## src/rtl/useq_pkg.sv

```systemverilog
// Shared constants and helpers for the useq host/core mailbox.
package useq_pkg;

    localparam int ERR_H2C_OVF = 0;
    localparam int ERR_H2C_UDF = 1;
    localparam int ERR_C2H_OVF = 2;
    localparam int ERR_C2H_UDF = 3;
    localparam int ERR_W       = 4;

    // Occupancy needs one bit more than the pointer so full and empty differ.
    function automatic int cnt_w(input int depth);
        return $clog2(depth) + 1;
    endfunction

endpackage

```

## src/rtl/useq_mailbox_if.sv

```systemverilog
// Host/core mailbox signal bundle; master drives requests, slave is the mailbox.
interface useq_mailbox_if
    import useq_pkg::*;
#(
    parameter int DATA_W    = 8,
    parameter int H2C_DEPTH = 4,
    parameter int C2H_DEPTH = 4
);
    logic                          host_push;
    logic [DATA_W-1:0]             host_wdata;
    logic                          host_full;
    logic                          host_pop;
    logic [DATA_W-1:0]             host_rdata;
    logic                          host_rvalid;
    logic                          host_empty;
    logic                          core_push;
    logic [DATA_W-1:0]             core_wdata;
    logic                          core_full;
    logic                          core_pop;
    logic [DATA_W-1:0]             core_rdata;
    logic                          core_rvalid;
    logic                          core_empty;
    logic [cnt_w(H2C_DEPTH)-1:0]   h2c_count;
    logic [cnt_w(C2H_DEPTH)-1:0]   c2h_count;
    logic                          irq_en;
    logic                          core_irq;
    logic                          err_clr;
    logic [ERR_W-1:0]              err;

    modport master (
        output host_push, host_wdata, host_pop, core_push, core_wdata,
               core_pop, irq_en, err_clr,
        input  host_full, host_rdata, host_rvalid, host_empty, core_full,
               core_rdata, core_rvalid, core_empty, h2c_count, c2h_count,
               core_irq, err
    );

    modport slave (
        input  host_push, host_wdata, host_pop, core_push, core_wdata,
               core_pop, irq_en, err_clr,
        output host_full, host_rdata, host_rvalid, host_empty, core_full,
               core_rdata, core_rvalid, core_empty, h2c_count, c2h_count,
               core_irq, err
    );

endinterface

```

## src/rtl/useq_fifo.sv

```systemverilog
// Circular FIFO with registered read port and one-cycle overflow/underflow strobes.
module useq_fifo
    import useq_pkg::*;
#(
    parameter int DATA_W = 8,
    parameter int DEPTH  = 4
) (
    input  logic                      clk,
    input  logic                      rst_n,
    input  logic                      push_i,
    input  logic [DATA_W-1:0]         wdata_i,
    input  logic                      pop_i,
    output logic [DATA_W-1:0]         rdata_o,
    output logic                      rvalid_o,
    output logic                      full_o,
    output logic                      empty_o,
    output logic [cnt_w(DEPTH)-1:0]   count_o,
    output logic                      ovf_o,
    output logic                      udf_o
);
    localparam int PTR_W = $clog2(DEPTH);
    localparam int CNT_W = cnt_w(DEPTH);

    logic [DATA_W-1:0] mem_q [DEPTH];
    logic [PTR_W-1:0]  wptr_q, wptr_d;
    logic [PTR_W-1:0]  rptr_q, rptr_d;
    logic [CNT_W-1:0]  count_q, count_d;
    logic [DATA_W-1:0] rdata_q, rdata_d;
    logic              rvalid_q, rvalid_d;
    logic              push_ok_s, pop_ok_s;

    assign full_o   = (count_q == CNT_W'(DEPTH));
    assign empty_o  = (count_q == {CNT_W{1'b0}});
    assign count_o  = count_q;
    assign rdata_o  = rdata_q;
    assign rvalid_o = rvalid_q;

    // A pop on a full FIFO frees the slot, so a same-cycle push is still taken.
    assign pop_ok_s  = pop_i & ~empty_o;
    assign push_ok_s = push_i & (~full_o | pop_ok_s);
    assign ovf_o     = push_i & ~push_ok_s;
    assign udf_o     = pop_i & ~pop_ok_s;

    // Next-state for pointers, occupancy and the read register.
    always_comb begin
        wptr_d   = wptr_q;
        rptr_d   = rptr_q;
        count_d  = count_q;
        rdata_d  = rdata_q;
        rvalid_d = pop_ok_s;
        if (push_ok_s) begin
            wptr_d = wptr_q + PTR_W'(1);
        end else begin
            wptr_d = wptr_q;
        end
        if (pop_ok_s) begin
            rptr_d  = rptr_q + PTR_W'(1);
            rdata_d = mem_q[rptr_q];
        end else begin
            rptr_d  = rptr_q;
            rdata_d = rdata_q;
        end
        case ({push_ok_s, pop_ok_s})
            2'b10:   count_d = count_q + CNT_W'(1);
            2'b01:   count_d = count_q - CNT_W'(1);
            default: count_d = count_q;
        endcase
    end

    // Control state with asynchronous reset.
    always_ff @(posedge clk or negedge rst_n) begin
        if (!rst_n) begin
            wptr_q   <= {PTR_W{1'b0}};
            rptr_q   <= {PTR_W{1'b0}};
            count_q  <= {CNT_W{1'b0}};
            rdata_q  <= {DATA_W{1'b0}};
            rvalid_q <= 1'b0;
        end else begin
            wptr_q   <= wptr_d;
            rptr_q   <= rptr_d;
            count_q  <= count_d;
            rdata_q  <= rdata_d;
            rvalid_q <= rvalid_d;
        end
    end

    // Storage array; contents are meaningless after reset.
    always_ff @(posedge clk) begin
        if (push_ok_s) begin
            mem_q[wptr_q] <= wdata_i;
        end
    end

endmodule

```

## src/rtl/useq_mailbox.sv

```systemverilog
// Bidirectional host/core mailbox: two independent FIFOs, sticky errors, threshold irq.
module useq_mailbox
    import useq_pkg::*;
#(
    parameter int DATA_W     = 8,
    parameter int H2C_DEPTH  = 4,
    parameter int C2H_DEPTH  = 4,
    parameter int H2C_THRESH = 1
) (
    input  logic           clk,
    input  logic           rst_n,
    useq_mailbox_if.slave  mbx
);
    localparam int H2C_CNT_W = cnt_w(H2C_DEPTH);

    logic             h2c_ovf_s, h2c_udf_s, c2h_ovf_s, c2h_udf_s;
    logic [ERR_W-1:0] new_err_s;
    logic [ERR_W-1:0] err_q, err_d;
    logic             irq_q, irq_d;

    useq_fifo #(.DATA_W(DATA_W), .DEPTH(H2C_DEPTH)) u_h2c (
        .clk      (clk),
        .rst_n    (rst_n),
        .push_i   (mbx.host_push),
        .wdata_i  (mbx.host_wdata),
        .pop_i    (mbx.core_pop),
        .rdata_o  (mbx.core_rdata),
        .rvalid_o (mbx.core_rvalid),
        .full_o   (mbx.host_full),
        .empty_o  (mbx.core_empty),
        .count_o  (mbx.h2c_count),
        .ovf_o    (h2c_ovf_s),
        .udf_o    (h2c_udf_s)
    );

    useq_fifo #(.DATA_W(DATA_W), .DEPTH(C2H_DEPTH)) u_c2h (
        .clk      (clk),
        .rst_n    (rst_n),
        .push_i   (mbx.core_push),
        .wdata_i  (mbx.core_wdata),
        .pop_i    (mbx.host_pop),
        .rdata_o  (mbx.host_rdata),
        .rvalid_o (mbx.host_rvalid),
        .full_o   (mbx.core_full),
        .empty_o  (mbx.host_empty),
        .count_o  (mbx.c2h_count),
        .ovf_o    (c2h_ovf_s),
        .udf_o    (c2h_udf_s)
    );

    // Sticky errors: a clear coinciding with a fresh error leaves that bit set.
    always_comb begin
        new_err_s              = {ERR_W{1'b0}};
        new_err_s[ERR_H2C_OVF] = h2c_ovf_s;
        new_err_s[ERR_H2C_UDF] = h2c_udf_s;
        new_err_s[ERR_C2H_OVF] = c2h_ovf_s;
        new_err_s[ERR_C2H_UDF] = c2h_udf_s;
        if (mbx.err_clr) begin
            err_d = new_err_s;
        end else begin
            err_d = err_q | new_err_s;
        end
        irq_d = mbx.irq_en & (mbx.h2c_count >= H2C_CNT_W'(H2C_THRESH));
    end

    // Registered error flags and interrupt.
    always_ff @(posedge clk or negedge rst_n) begin
        if (!rst_n) begin
            err_q <= {ERR_W{1'b0}};
            irq_q <= 1'b0;
        end else begin
            err_q <= err_d;
            irq_q <= irq_d;
        end
    end

    assign mbx.err      = err_q;
    assign mbx.core_irq = irq_q;

endmodule
```

## src/flat_wrapper.sv

```systemverilog
// flat-port wrapper written by rule: the top's interface ports become plain ports
module useq_mailbox_flat import useq_pkg::*;
#(
    parameter int DATA_W     = 8,
    parameter int H2C_DEPTH  = 4,
    parameter int C2H_DEPTH  = 4,
    parameter int H2C_THRESH = 1
)
  (clk, rst_n, mbx_host_push, mbx_host_wdata, mbx_host_pop, mbx_core_push, mbx_core_wdata, mbx_core_pop, mbx_irq_en, mbx_err_clr, mbx_host_full, mbx_host_rdata, mbx_host_rvalid, mbx_host_empty, mbx_core_full, mbx_core_rdata, mbx_core_rvalid, mbx_core_empty, mbx_h2c_count, mbx_c2h_count, mbx_core_irq, mbx_err);
  useq_mailbox_if #(.DATA_W(DATA_W), .H2C_DEPTH(H2C_DEPTH), .C2H_DEPTH(C2H_DEPTH)) mbx_i ();
  input  logic clk;
  input  logic rst_n;
  input wire logic [$bits(mbx_i.host_push)-1:0] mbx_host_push;
  input wire logic [$bits(mbx_i.host_wdata)-1:0] mbx_host_wdata;
  input wire logic [$bits(mbx_i.host_pop)-1:0] mbx_host_pop;
  input wire logic [$bits(mbx_i.core_push)-1:0] mbx_core_push;
  input wire logic [$bits(mbx_i.core_wdata)-1:0] mbx_core_wdata;
  input wire logic [$bits(mbx_i.core_pop)-1:0] mbx_core_pop;
  input wire logic [$bits(mbx_i.irq_en)-1:0] mbx_irq_en;
  input wire logic [$bits(mbx_i.err_clr)-1:0] mbx_err_clr;
  output wire logic [$bits(mbx_i.host_full)-1:0] mbx_host_full;
  output wire logic [$bits(mbx_i.host_rdata)-1:0] mbx_host_rdata;
  output wire logic [$bits(mbx_i.host_rvalid)-1:0] mbx_host_rvalid;
  output wire logic [$bits(mbx_i.host_empty)-1:0] mbx_host_empty;
  output wire logic [$bits(mbx_i.core_full)-1:0] mbx_core_full;
  output wire logic [$bits(mbx_i.core_rdata)-1:0] mbx_core_rdata;
  output wire logic [$bits(mbx_i.core_rvalid)-1:0] mbx_core_rvalid;
  output wire logic [$bits(mbx_i.core_empty)-1:0] mbx_core_empty;
  output wire logic [$bits(mbx_i.h2c_count)-1:0] mbx_h2c_count;
  output wire logic [$bits(mbx_i.c2h_count)-1:0] mbx_c2h_count;
  output wire logic [$bits(mbx_i.core_irq)-1:0] mbx_core_irq;
  output wire logic [$bits(mbx_i.err)-1:0] mbx_err;
  assign mbx_i.host_push = mbx_host_push;
  assign mbx_i.host_wdata = mbx_host_wdata;
  assign mbx_i.host_pop = mbx_host_pop;
  assign mbx_i.core_push = mbx_core_push;
  assign mbx_i.core_wdata = mbx_core_wdata;
  assign mbx_i.core_pop = mbx_core_pop;
  assign mbx_i.irq_en = mbx_irq_en;
  assign mbx_i.err_clr = mbx_err_clr;
  assign mbx_host_full = mbx_i.host_full;
  assign mbx_host_rdata = mbx_i.host_rdata;
  assign mbx_host_rvalid = mbx_i.host_rvalid;
  assign mbx_host_empty = mbx_i.host_empty;
  assign mbx_core_full = mbx_i.core_full;
  assign mbx_core_rdata = mbx_i.core_rdata;
  assign mbx_core_rvalid = mbx_i.core_rvalid;
  assign mbx_core_empty = mbx_i.core_empty;
  assign mbx_h2c_count = mbx_i.h2c_count;
  assign mbx_c2h_count = mbx_i.c2h_count;
  assign mbx_core_irq = mbx_i.core_irq;
  assign mbx_err = mbx_i.err;
  useq_mailbox #(.DATA_W(DATA_W), .H2C_DEPTH(H2C_DEPTH), .C2H_DEPTH(C2H_DEPTH), .H2C_THRESH(H2C_THRESH)) u_core (.clk(clk), .rst_n(rst_n), .mbx(mbx_i));
endmodule
```

## config.mk

```make
export PLATFORM = sky130hd
export DESIGN_NAME = useq_mailbox_flat
export DESIGN_NICKNAME = d
export VERILOG_FILES = /design/src/rtl/useq_pkg.sv /design/src/rtl/useq_mailbox_if.sv /design/src/rtl/useq_fifo.sv /design/src/rtl/useq_mailbox.sv /design/src/flat_wrapper.sv
export SDC_FILE = /design/constraint.sdc
export NUM_CORES = 1
export LEC_CHECK = 0
export CORE_MARGIN = 2
export CORE_UTILIZATION = 45
export CTS_BUF_LIST = sky130_fd_sc_hd__clkbuf_8
export DETAILED_ROUTE_END_ITERATION = 6
export GPL_ROUTABILITY_DRIVEN = 0
export PLACE_DENSITY = 0.64
export REMOVE_ABC_BUFFERS = 1
export SLEW_MARGIN = 40
export SYNTH_ARGS = -nofsm -noshare
export SYNTH_HDL_FRONTEND = slang
export SYNTH_HIERARCHICAL = 1
export SYNTH_SLANG_ARGS = --single-unit
```

## constraint.sdc

```tcl
create_clock -name clk -period 6.4 [get_ports clk]
set_input_delay 1.6 -clock clk [delete_from_list [all_inputs] [get_ports clk]]
set_output_delay 1.6 -clock clk [all_outputs]
set_load 0.005 [all_outputs]
```

== After elaboration in Yosys (flattened, before gate mapping) ==
Memories as Yosys holds them, arrays and structs flattened. A register that Yosys moved wholly into a read port is not among the register bits.
Cells that the tools add are included.
Word-level totals
  flip-flop bits (word level): 21
  RAM bits: 64
  input bits: 24
  output and inout bits: 33
  logic and storage cells: 60
  memories kept: 2
Memory list
  u_core.u_c2h.mem_q: words 4, bits a word 8, read ports 1, clocked after Yosys merged registers in 1, wr ports 1, line useq_fifo.sv:24  | logic [DATA_W-1:0] mem_q [DEPTH];
  u_core.u_h2c.mem_q: words 4, bits a word 8, read ports 1, clocked after Yosys merged registers in 1, wr ports 1, line useq_fifo.sv:24
Cells by class
  add/sub/neg operators: 8
  magnitude comparators: 1
  eq/ne operators: 6
  multiplexer cells: 7
  bitwise logic cells: 20
  reduce and logical (&&, ||, !) cells: 6
Operators by type and width (count)
  $pmux 3 s2: 2
  $and 1x1->1: 9
  $add 2x1->2 const B: 4
  $not 1->1: 8
  $add 3x1->3 const B: 2
  $eq 3x3->1 const B: 2
  $logic_not 3->1: 2
  $sub 3x1->3 const B: 2
  $eq 2x1->1 const B: 2
  $eq 2x2->1 const B: 2
  $mux 1: 4
  $mux 4: 1
  $or 4x4->4: 1
  $reduce_bool 2->1: 2
  $ge 3x1->1 const B: 1
  $logic_not 1->1: 2
  $or 1x1->1: 2

== Depth between registers and ports, before layout ==
  word-level depth: 9
  depth in mapped cells: 8
  gate-level depth less buffers: 7

== Cells and area by module ==
The synthesis kept the hierarchy.
Modules (own cells, without submodules)
  useq_fifo (u_core.u_c2h): times used 1, cells an instance 134, area each 2057.0 µm², sequential area each 1361.3 µm²
  useq_fifo (u_core.u_h2c): times used 1, cells an instance 131, area each 2025.7 µm², sequential area each 1361.3 µm²
  useq_mailbox: times used 1, cells an instance 11, area each 167.7 µm², sequential area each 125.1 µm²

== Worst setup path after synthesis ==
Ideal clock, no wire load.
  kind: input -> register
  start point: input port mbx_host_pop
  end point: register u_core.u_c2h.count_q[2], in the netlist u_core/u_c2h/count_o[2]
  arrival: 3172 ps
  slack: 3102 ps
  stages on the path: 8
  cell sequence: buf_2 o31ai_4 inv_2 or2b_1 fa_1 or3b_2 o22ai_1 a221o_1
Between the ends
  word-level cells in the longest chain between the ends: 5
Ends and longest elaborated chain
  start, declared: line flat_wrapper.sv:15  | input wire logic [$bits(mbx_i.host_pop)-1:0] mbx_host_pop;
  $and 1x1->1 *: line useq_fifo.sv:39  | assign pop_ok_s = pop_i & ~empty_o;
  $or 1x1->1: line useq_fifo.sv:40  | assign push_ok_s = push_i & (~full_o | pop_ok_s);
  $and 1x1->1: line useq_fifo.sv:40
  $eq 2x1->1 / $eq 2x2->1 (equally long branches): line useq_fifo.sv:63  | case ({push_ok_s, pop_ok_s})
  $pmux 3 s2 / $reduce_bool 2->1 (equally long branches)
  end signal, assigned: line useq_fifo.sv:75  | count_q <= {CNT_W{1'b0}};
  end signal, assigned: line useq_fifo.sv:81  | count_q <= count_d;
  end, declared: line useq_fifo.sv:27  | logic [CNT_W-1:0] count_q, count_d;
Every way passes the cells marked *; elsewhere a longest branch is shown, timed or not.
A chain may end at the register's enable or synchronous reset.

== Worst setup path in the final report ==
  start point: input port mbx_core_pop
  end point: register u_core.u_h2c.count_q[2], in the netlist u_core/u_h2c/count_o[2]
Between the ends
  word-level cells in the longest chain between the ends: 5
Ends and longest elaborated chain
  start, declared: line flat_wrapper.sv:18  | input wire logic [$bits(mbx_i.core_pop)-1:0] mbx_core_pop;
  $and 1x1->1 *: line useq_fifo.sv:39
  $or 1x1->1: line useq_fifo.sv:40
  $and 1x1->1: line useq_fifo.sv:40
  $eq 2x1->1 / $eq 2x2->1 (equally long branches): line useq_fifo.sv:63
  $pmux 3 s2 / $reduce_bool 2->1 (equally long branches)
  end signal, assigned: line useq_fifo.sv:75
  end signal, assigned: line useq_fifo.sv:81
  end, declared: line useq_fifo.sv:27
Marks and branches as above.

==> metrics.csv <==
stage;metric;value;unit
global_routing;initial antenna violation count;0;
synthesis;#FFs+latches synth;101;
finish;fin cells;445;
finish;Design Area, Final;5079;um^2
setup_path;delay of the slowest critical-path stage;0.74;ns
die;die height;101.2;um
finish;# diodes;0;
place;Post-DP Area;4855;um^2
place;I/O Buffers;56;
pwr;P per Cell Area;440.6;nW/um^2
setup_path;Crit Path Category;input pin to register;
finish;# nets final;363;
cts;root buffer cell;clkbuf_8;
die;DIE WIDTH;101.2;um
finish;Multi-input gate area;1252;um^2
finish;Fillers;753;
cts;Clock Path Buffers;2;
timing;final count of pins violating max slew;0;
timing;Relative slew margins;57.03;%
finish;most frequent cells in the layout;64 x edfxtp_1, 55 x clkdlybuf4s50_1, 49 x nand2_1, 37 x dfrtp_1, 16 x mux4_2;
place;hpwl dp;4.784;mm
timing;Final Hold Vio Count;0;
cts;clock sink total;101;
synthesis;Synth Cell Area;4250;um^2
min_path;worst min-delay path class;register to register;
route;Iter 0 DRT Violations;77;
cts;clock latency on the worst-skew pair;0.35;ns
setup_path;Worst path top cell family by delay;buffers and inverters;
route;via count;2301;
finish;FF/Latch Area;2848;um^2
route;Post-DRT Antenna Nets;0;
timing;Final period util;60.58;%
setup_path;CP endpoint kind;register;
timing;Worst Max-Slew Pin Slew;0.6445;ns
synthesis;Yosys top cell area share;45.22;%
status;status;finished, final reports clean;
cts;post-CTS setup buffer count;0;
route;DR vias/cell;5.171;
synthesis;top cells by area, synth;edfxtp_1 45%, dfrtp_1 22%, mux4_2 8.5%;
route;average wire per cell in the routed design;15.94;um
finish;layout cell share with drive strength beyond 1;15.27;%
route;# DRC;0;
timing;Achievable Freq;257.9;MHz
cts;post-cts gate resize count;0;
setup_path;data required time of the worst path;6.65;ns
pwr;leak pwr;1.987;nW
cts;post-cts hold buffer count;0;
global_routing;Tot GR Track Use;14.95;%
cts;CTS tree;done;
global_routing;largest net degree at the start of global routing;38;
route;DRT Pass-1 Iters;4;
timing;Period minus WS final;3.877;ns
setup_path;CP max-delay cell;clkdlybuf4s50_1;
global_routing;vias in the first global route;2354;
setup_path;Worst Path Arrival;4.12;ns
cts;clk slew on worst S/H paths;0.09;ns
timing;Final setup viols;0;
die;initial core utilization;46.22;%
pwr;Peak VDD IR;0.1489;mV
die;die area;10240;um^2
global_routing;total grt overflow;0;
timing;worst hold slack;0.4822;ns
cts;CTS Buf Count;9;
timing;worst clock skew;0.007752;ns
synthesis;Synth Warn #;6;
global_routing;first-pass GRT wire length;11.56;mm
route;DRT Wirelength;7.093;mm
synthesis;area leader, netlist;edfxtp_1;
setup_path;critical path, cell by cell;clkdlybuf4s50_1 > o31ai_4 > inv_2 > nand2b_1 > fa_1 > or3b_1 > and3_2 > a221o_1;
die;IO Pins;57;
timing;setup_tns;0;ns
finish;most common cell after layout, fill and taps aside;edfxtp_1;
synthesis;post-synthesis instance total;276;
setup_path;Buf/Inv on CP;2;
setup_path;worst-path maximum fanout;11;
place;placed cells;429;
synthesis;Avg Cell Area, Syn;15.40;um^2
synthesis;sequential area share after synthesis;67.00;%
run;MaxCap Viol Count;0;
die;cell row count;35;
timing;RSZ-0062 raised after global routing;no;
cts;Max H-tree Level;3;
finish;area grow syn2layout;19.49;%
pwr;PnR Total Power;2.238;mW
die;Core Region;9196;um^2
synthesis;Unique masters post-synth;46;
setup_path;CP Launch Type;input pin;
-- cells in the mapped netlist (all sizes together) --
master and instances:
dfrtp 37, nor3b 1, mux2i 1, a22oi 2
a221o 2, or2 2, fa 2, xor2 4
o2111ai 4, o21a 1, o22ai 2, o21ai 3
nand3 4, mux4 16, inv 16, a21o 4
nor2 2, o31ai 2, nand2b 1, nand2 50
and2 11, nor2b 3, or2b 1, edfxtp 64
and3 1, nor3 3, ha 8, nor4b 1
buf 10, and3b 1, or3b 3, clkbuf 4
mux2 2, xnor2 6, o31a 1, nand3b 1
-- worst reg2reg max path: stages, from the launching register on --
cell,delay [ns]
dfrtp_1,0.53
o31ai_4,0.52
inv_2,0.21
or2b_1,0.21
fa_1,0.24
or3b_2,0.45
o22ai_1,0.12
a221o_1,0.16
-- layer usage --
metal | track usage, % | vias up | wire, um
li1 | - | 1086 | -
met1 | 21.12 | 1160 | 3415
met2 | 22.47 | 48 | 3262
met3 | 4.279 | 7 | 321
met4 | 5.198 | 0 | 94
met5 | 0 | - | 0
-- layout make-up --
| class | count | area share [%] |
|---|---|---|
| clock buffer | 9 | 2.439 |
| sequential | 101 | 56.07 |
| clock inverter | 7 | 1.922 |
| timing repair buffer | 56 | 10.99 |
| multi-input combinational | 145 | 24.66 |
| tap | 111 | 2.735 |
| inverter | 16 | 1.183 |
-- cells by family after synthesis --
| kind of cell | after synthesis | synth area share [%] |
|---|---|---|
| DFF | 101 | 67.00 |
| and+or+nand+nor | 85 | 10.22 |
| buffers and inverters | 30 | 3.532 |
| AOI/OAI and AO/OA | 21 | 4.562 |
| muxes | 19 | 9.332 |
| xor gates and xnor gates | 10 | 2.061 |
| adders and majority gates | 10 | 3.297 |
-- through the flow --
stage | util, % | worst slack, ns
6_report | 55.22 | 2.523
5_1_grt | 55.22 | 2.402
4_1_cts | 55.20 | 2.553
3_5_place_dp | 52.79 | 2.154
3_3_place_gp | 52.79 | 2.241
2_1_floorplan | - | 3.166
-- worst paths after layout --
kind,cells after the start,start,end,slack (ns)
worst max-delay path,8,mbx_core_pop,u_core/u_h2c/count_o[2]$_DFFE_PN0P_,2.52
worst min-delay path,1,u_core/mbx.err[1]$_DFF_PN0_,u_core/mbx.err[1]$_DFF_PN0_,0.48
worst max register to register,7,u_core/u_c2h/count_o[0]$_DFFE_PN0P_,u_core/u_c2h/count_o[2]$_DFFE_PN0P_,3.90
worst min register to register,1,u_core/mbx.err[1]$_DFF_PN0_,u_core/mbx.err[1]$_DFF_PN0_,0.48
max in group asynchronous,1,rst_n,u_core/u_c2h/wptr_q[0]$_DFFE_PN0P_,4.86
min in group asynchronous,1,rst_n,u_core/u_c2h/count_o[1]$_DFFE_PN0P_,1.19
-- registers in the layout (all words and copies together) (netlist names) --
signal and flops:
u_core/mbx.core_irq 1, u_core/mbx.err 4, u_core/u_c2h/count_o 3, u_core/u_c2h/mem_q 32
u_core/u_c2h/rdata_o 8, u_core/u_c2h/rptr_q 2, u_core/u_c2h/rvalid_o 1, u_core/u_c2h/wptr_q 2
u_core/u_h2c/count_o 3, u_core/u_h2c/mem_q 32, u_core/u_h2c/rdata_o 8, u_core/u_h2c/rptr_q 2
u_core/u_h2c/rvalid_o 1, u_core/u_h2c/wptr_q 2
-- report_power, final --
part	total [mW]	switching, mW	internal, mW
clock	0.437	0.215	0.222
sequential	1.07	0.181	0.892
combinational	0.727	0.300	0.428
total	2.24	0.696	1.54
(Power assumes the default switching activity.)
